$ cat src/rtl/generic_fifo_reader.sv
// Read-side drain engine for generic_fifo: pops words, absorbs the 1-cycle read latency
// in a 2-entry skid buffer and presents them as a registered valid/ready stream.
module generic_fifo_reader #(
    parameter int unsigned GENERIC_FIFO_DATA_WIDTH = 4,
    parameter int unsigned COUNT_WIDTH             = 16
) (
    input  logic                               clk,
    input  logic                               reset_poweron,
    input  logic                               clear,
    output logic                               fifo_read,
    input  logic [GENERIC_FIFO_DATA_WIDTH-1:0] fifo_read_data,
    input  logic                               fifo_empty,
    output logic                               out_valid,
    output logic [GENERIC_FIFO_DATA_WIDTH-1:0] out_data,
    input  logic                               out_ready,
    output logic                               inflight,
    output logic [COUNT_WIDTH-1:0]             delivered_count
);

    localparam int unsigned DW = GENERIC_FIFO_DATA_WIDTH;

    logic [1:0]    occ;
    logic [1:0]    occ_n;
    logic [DW-1:0] tail;
    logic [DW-1:0] tail_n;
    logic [DW-1:0] head_n;
    logic          pop;
    logic          capture;
    logic [2:0]    pending;

    assign pop     = out_valid & out_ready;
    assign capture = inflight;

    // Words already owned (skid + in flight) after this cycle's pop must stay below 2,
    // so every returning word is guaranteed a free slot.
    assign pending   = 3'(occ) + 3'(inflight);
    assign fifo_read = ~fifo_empty & ~reset_poweron & ~clear
                     & (pending < (3'd2 + 3'(pop)));

    // Skid next state: head is the presented word, tail the one behind it.
    always_comb begin
        occ_n  = occ;
        head_n = out_data;
        tail_n = tail;
        case (occ)
            2'd0: begin
                if (capture) begin
                    head_n = fifo_read_data;
                    occ_n  = 2'd1;
                end
            end
            2'd1: begin
                if (capture && pop) begin
                    head_n = fifo_read_data;
                end else if (capture) begin
                    tail_n = fifo_read_data;
                    occ_n  = 2'd2;
                end else if (pop) begin
                    occ_n  = 2'd0;
                end
            end
            2'd2: begin
                if (pop) begin
                    head_n = tail;
                    if (capture) begin
                        tail_n = fifo_read_data;
                    end else begin
                        occ_n  = 2'd1;
                    end
                end
            end
            default: begin
                occ_n = 2'd0;
            end
        endcase
    end

    always_ff @(posedge clk) begin
        if (reset_poweron) begin
            occ             <= 2'd0;
            out_valid       <= 1'b0;
            out_data        <= '0;
            tail            <= '0;
            inflight        <= 1'b0;
            delivered_count <= '0;
        end else begin
            if (pop) begin
                delivered_count <= delivered_count + COUNT_WIDTH'(1);
            end
            // clear discards the skid and any word returning at this edge
            if (clear) begin
                occ       <= 2'd0;
                out_valid <= 1'b0;
                out_data  <= '0;
                tail      <= '0;
                inflight  <= 1'b0;
            end else begin
                occ       <= occ_n;
                out_valid <= (occ_n != 2'd0);
                out_data  <= head_n;
                tail      <= tail_n;
                inflight  <= fifo_read;
            end
        end
    end

    skid_overflow: assert property (@(posedge clk) disable iff (reset_poweron || clear)
                                    !(capture && !pop && occ == 2'd2));

endmodule

$ cat config.mk
export PLATFORM = sky130hd
export DESIGN_NAME = generic_fifo_reader
export DESIGN_NICKNAME = d
export VERILOG_FILES = /design/src/rtl/generic_fifo_reader.sv
export SDC_FILE = /design/constraint.sdc
export NUM_CORES = 1
export LEC_CHECK = 0
export CAP_MARGIN = 20
export CELL_PAD_IN_SITES_DETAIL_PLACEMENT = 1
export CELL_PAD_IN_SITES_GLOBAL_PLACEMENT = 1
export CORE_UTILIZATION = 38
export CTS_CLUSTER_DIAMETER = 150
export DETAILED_ROUTE_END_ITERATION = 10
export PLACE_DENSITY_LB_ADDON = 0.25
export SYNTH_ARGS = -nofsm -noshare
export SYNTH_HDL_FRONTEND = slang
export SYNTH_SLANG_ARGS = --single-unit
$ cat constraint.sdc
create_clock -name clk -period 5.2 [get_ports clk]
set_input_delay 1.04 -clock clk [delete_from_list [all_inputs] [get_ports clk]]
set_output_delay 1.04 -clock clk [all_outputs]
set_load 0.01 [all_outputs]
==> out/qor.yml, run 1 <==
cts_setup_buffers: 0
fill_cells: 417
yosysSeqAreaShare_pct: 42.1
insertion_delay_ns: 0.33
dieArea_um2: 3750
vias: 1251
core_area_um2: 3340
grt_start_max_net_pins: 18
vdd_ir_drop_max_v: 0.0000815
cp.arrival_ns: 3.20
grt_use_total_pct: 18.9
grt_pass1_vias: 1234
finalNonFillerCells: 231
crit_path_end_kind: "output port"
critPathKind: "in2out"
yosys_warnings: 0
grt_pass1_wl_mm: 5.35
via_per_inst: 5.42
cp-start-kind: "input port"
detail_route.iter0.violations: 45
place_area_um2: 1670
layout_common_cells: "clkdlybuf4s50_1 (31), dfxtp_1 (28), nand2_1 (17), a21oi_1 (15), nor2_1 (11)"
start_util_pct: 39.9
crit_slowest_cell: "clkdlybuf4s50_1"
diodes: 0
io_pins: 32
root_buffer: "clkbuf_4"
p_leak_nw: 0.574
clk_pin_slew_ns: 0.16
synthTopCellsByArea: "dfxtp_1 (42%), a21oi_1 (5.6%), nand2_1 (4.8%)"
synthCells: 158
cts_buffer_depth: 2
die-width_um: 61.2
final_common_cell: "clkdlybuf4s50_1"
nNetsFinal: 200
tightest_slew_ns: 0.601
overflow: 0
setup_tns_ns: 0
place_ws_ns: 0.915
synth_area_per_cell_um2: 8.43
setup_viol: 0
antenna_found_initial: 0
rows: 21
synth-edff-count: 0
ctsHoldBuffers: 0
power.density_nw_per_um2: 226
crit_required_ns: 4.16
ys_types: 34
post-dp-hpwl_mm: 2.55
final_util_pct: 51.6
rsz0062_at_grt: "false"
synth_top_area_share_pct: 42.1
outcome: "finished clean"
cts_buffers: 3
design_area_um2: 1720
numClockSinks: 28
syn-num-nets: 172
cts_max_level: 1
cts_resized: 0
ant_nets: 0
final_hold_viol_count: 0
wl_mm: 3.29
area.growth.synth_to_final_pct: 29.2
drive_above_1_share_pct: 5.95
netlist_area_um2: 1330
fin_crit_sh_pct: 81.6
slew_violations: 0
slew_headroom_pct: 59.8
gp_congestion: 0.742
place_inst: 227
maxCapViolations: 0
die_y_um: 61.2
finClkSkew_ns: 0.0115
drc_errors: 0
firstDrtPassIters: 4
fin_ws_ns: 0.955
fmax_mhz: 236
worstPathMaxFanout: 17
finalPower_mw: 0.388
synth_ff_type: "dfxtp_1"
post-route-min-period_ns: 4.24
cts_tree: "built"
hold_path_class: "reg2reg"
crit_top_cell: "clkdlybuf4s50_1"
holdWs_ns: 0.502
numPortBuffers: 31
ys_ff_latch: 28
yosysTopAreaCell: "dfxtp_1"
crit_chain: "clkdlybuf4s50_1 -> or2_2 -> nor4b_1 -> clkdlybuf4s50_1"
routedWlPerCell_um: 14.2
ys_async_sr_fraction_pct: 0
max_stage_delay_ns: 0.71
-- final cells by class --
type                            count  area [µm²]  share of cell area [%]
Clock buffer                        3        22.5                    1.31
Clock inverter                      1        30.0                    1.74
Inverter                            3        11.3                   0.654
Multi-Input combinational cell    119         729                    42.4
Sequential cell                    28         561                    32.6
Tap cell                           46        57.6                    3.34
Timing Repair Buffer               31         310                    18.0
-- critical path, delay by kind of cell --
| kind | cells | cell delay, ns |
|---|---|---|
| buffers and inverters | 2 | 1.30 |
| AND/OR/NAND/NOR | 2 | 0.85 |
-- sequential cells by signal, indices dropped and copies added, names as in the netlist --
signal,flops
out_data,4
inflight,1
out_valid,1
tail,4
occ,2
delivered_count,16
-- final timing paths --
check                     start                  end  slack, ns  cells after the start
setup reg to reg      out_valid  delivered_count[13]       3.24                      4
hold / removal          tail[3]              tail[3]       0.50                      2
hold reg to reg         tail[3]              tail[3]       0.50                      2
setup / recovery  reset_poweron            fifo_read       0.96                      4
-- logic make-up (layout without fill, tap and decap cells) --
logic type,Yosys count,after routing,share of synthesized area [%]
flops,28,28,42.1
mux,2,2,1.60
fa+ha+maj,5,5,4.69
buf+inv,11,38,3.19
simple gates,69,69,27.7
xor+xnor,10,10,6.57
compound gates,33,33,14.2
-- synth_stat cells, drive strengths merged, types with 5 or more instances --
| master | count |
|---|---|
| nand3 | 9 |
| a21oi | 15 |
| nand4 | 6 |
| clkbuf | 6 |
| nand2 | 17 |
| xor2 | 7 |
| nor2 | 11 |
| o21ai | 10 |
| ha | 5 |
| dfxtp | 28 |
-- report_power, final --
part           internal (mW)  leakage (nW)  switching, mW  total, mW
Sequential             0.217         0.226        0.00248      0.219
Combinational         0.0125         0.320         0.0124     0.0250
Clock                 0.0779        0.0279         0.0665      0.144
-- per-layer routing --
layer / vias to the layer above / global-route usage, % / routed length (µm)
met1: 612 / 21.1 / 1360
met3: 2 / 3.57 / 79
met2: 16 / 36.5 / 1830
met4: 0 / 4.55 / 18
met5: - / 0 / 0
li1: 621 / - / -
No activity file was read; power rests on OpenSTA's default activity.
==> run 2: changes to the inputs <==
CORE_UTILIZATION = 35   (was 38)
clock period = 4.1 ns   (was 5.2 ns; I/O delays follow)
==> run 2 against run 1 <==
Clock power increased by 50%. Cell count grew 1.7%. Largest cell class unchanged. Global-route usage shrank 0.38 points. Total power up 36%. Sequential power rose by 26%. Combinational power up 33%. Highest routed layer unchanged. Core utilization is 3.6 points lower. Setup slack worse by 0.21 ns. First-iteration DRC count fell by 40%. Via count increased by 1.4%.
==> out/qor.yml, run 2 (synthesis gave the netlist of run 1 again) <==
outcome: "finished clean"
vdd_ir_drop_max_v: 0.000173
post-route-min-period_ns: 3.36
die_y_um: 63.7
seq_area_um2: 561
io_pins: 32
dieArea_um2: 4060
via_per_inst: 5.40
ctsHoldBuffers: 0
maxCapViolations: 0
finalPower_mw: 0.527
ant_nets: 0
insertion_delay_ns: 0.27
antenna_found_initial: 0
p_leak_nw: 0.590
multi_input_area_um2: 729
largest_register_ffs: 16
fill_cells: 443
firstDrtPassIters: 4
cts_tree: "built"
die-width_um: 63.7
critPathKind: "in2out"
grt_use_total_pct: 18.5
routedWlPerCell_um: 14.7
hold_path_class: "reg2reg"
fmax_mhz: 298
slew_headroom_pct: 67.6
cts_buffers: 3
final_hold_viol_count: 0
drive_above_1_share_pct: 6.95
cts_max_level: 1
power.density_nw_per_um2: 300
numClockSinks: 28
finClkSkew_ns: 0.00482
rows: 22
vias: 1268
setup_tns_ns: 0
nNetsFinal: 202
clk_pin_slew_ns: 0.09
post-dp-hpwl_mm: 2.67
reg_top3: "delivered_count (16), out_data (4), tail (4)"
regMostFlops: "delivered_count"
fin_crit_sh_pct: 81.9
final_common_cell: "clkdlybuf4s50_1"
crit_required_ns: 3.28
cp-start-kind: "input port"
wl_mm: 3.46
cts_buffer_depth: 2
cts_resized: 0
worstPathMaxFanout: 13
core_area_um2: 3660
overflow: 0
rsz0062_at_grt: "false"
diodes: 0
area.growth.synth_to_final_pct: 31.9
start_util_pct: 36.4
numPortBuffers: 31
setup_viol: 0
cts_setup_buffers: 0
gp_congestion: 0.715
tightest_slew_ns: 0.486
root_buffer: "clkbuf_8"
crit_path_end_kind: "output port"
place_area_um2: 1690
design_area_um2: 1760
grt_pass1_vias: 1288
layout_common_cells: "clkdlybuf4s50_1 (31), dfxtp_1 (28), nand2_1 (17), a21oi_1 (15), nor2_1 (11)"
slew_violations: 0
drc_errors: 0
cp.arrival_ns: 2.54
grt_pass1_wl_mm: 5.97
detail_route.iter0.violations: 27
grt_start_max_net_pins: 17
run 2: cell types whose count changed in the layout (fill, tap and decap cells not counted), sizes merged:
| cell | delta |
|---|---|
| buf | +2 |
run 2: layer usage:
layer	global-route usage [%]	wire (µm)	up-vias
met2	34.0	1810	19
met3	3.26	116	4
met5	0	0	-
met4	4.83	27	0
li1	-	-	621
met1	21.7	1510	624
run 2: worst paths after layout:
check	to	cells after the start	start	slack [ns]
setup / recovery	fifo_read	4	reset_poweron	0.74
hold / removal	tail[2]	2	tail[2]	0.50
setup reg to reg	delivered_count[13]	5	out_valid	2.15
hold reg to reg	tail[2]	2	tail[2]	0.50
run 2: critical path, cell delays in order:
cell and delay [ns]:
clkdlybuf4s50_1 0.42, or2_2 0.43, nor4b_1 0.28, clkdlybuf4s50_1 0.59
run 2: through the flow:
stage / utilization, % / cells / worst slack, ns / hold WS [ns]
6_report: 48.0 / 235 / 0.742 / 0.502
5_1_grt: 48.0 / 235 / 0.620 / 0.526
4_1_cts: 48.0 / 235 / 0.724 / 0.508
3_5_place_dp: 46.1 / 231 / 0.740 / 0.493
3_3_place_gp: 46.1 / 231 / 0.736 / 0.465
2_1_floorplan: - / 158 / 1.54 / 0.449
run 2: layout make-up:
cell class,count,area share [%]
Clock buffer,3,2.35
Clock inverter,1,1.71
Inverter,3,0.641
Multi-Input combinational cell,119,41.5
Sequential cell,28,31.9
Tap cell,48,3.42
Timing Repair Buffer,33,18.5
run 2: report_power, final:
part           total (mW)  switching [mW]  internal (mW)
clock               0.216          0.0858          0.131
sequential          0.277         0.00334          0.274
combinational      0.0332          0.0163         0.0169
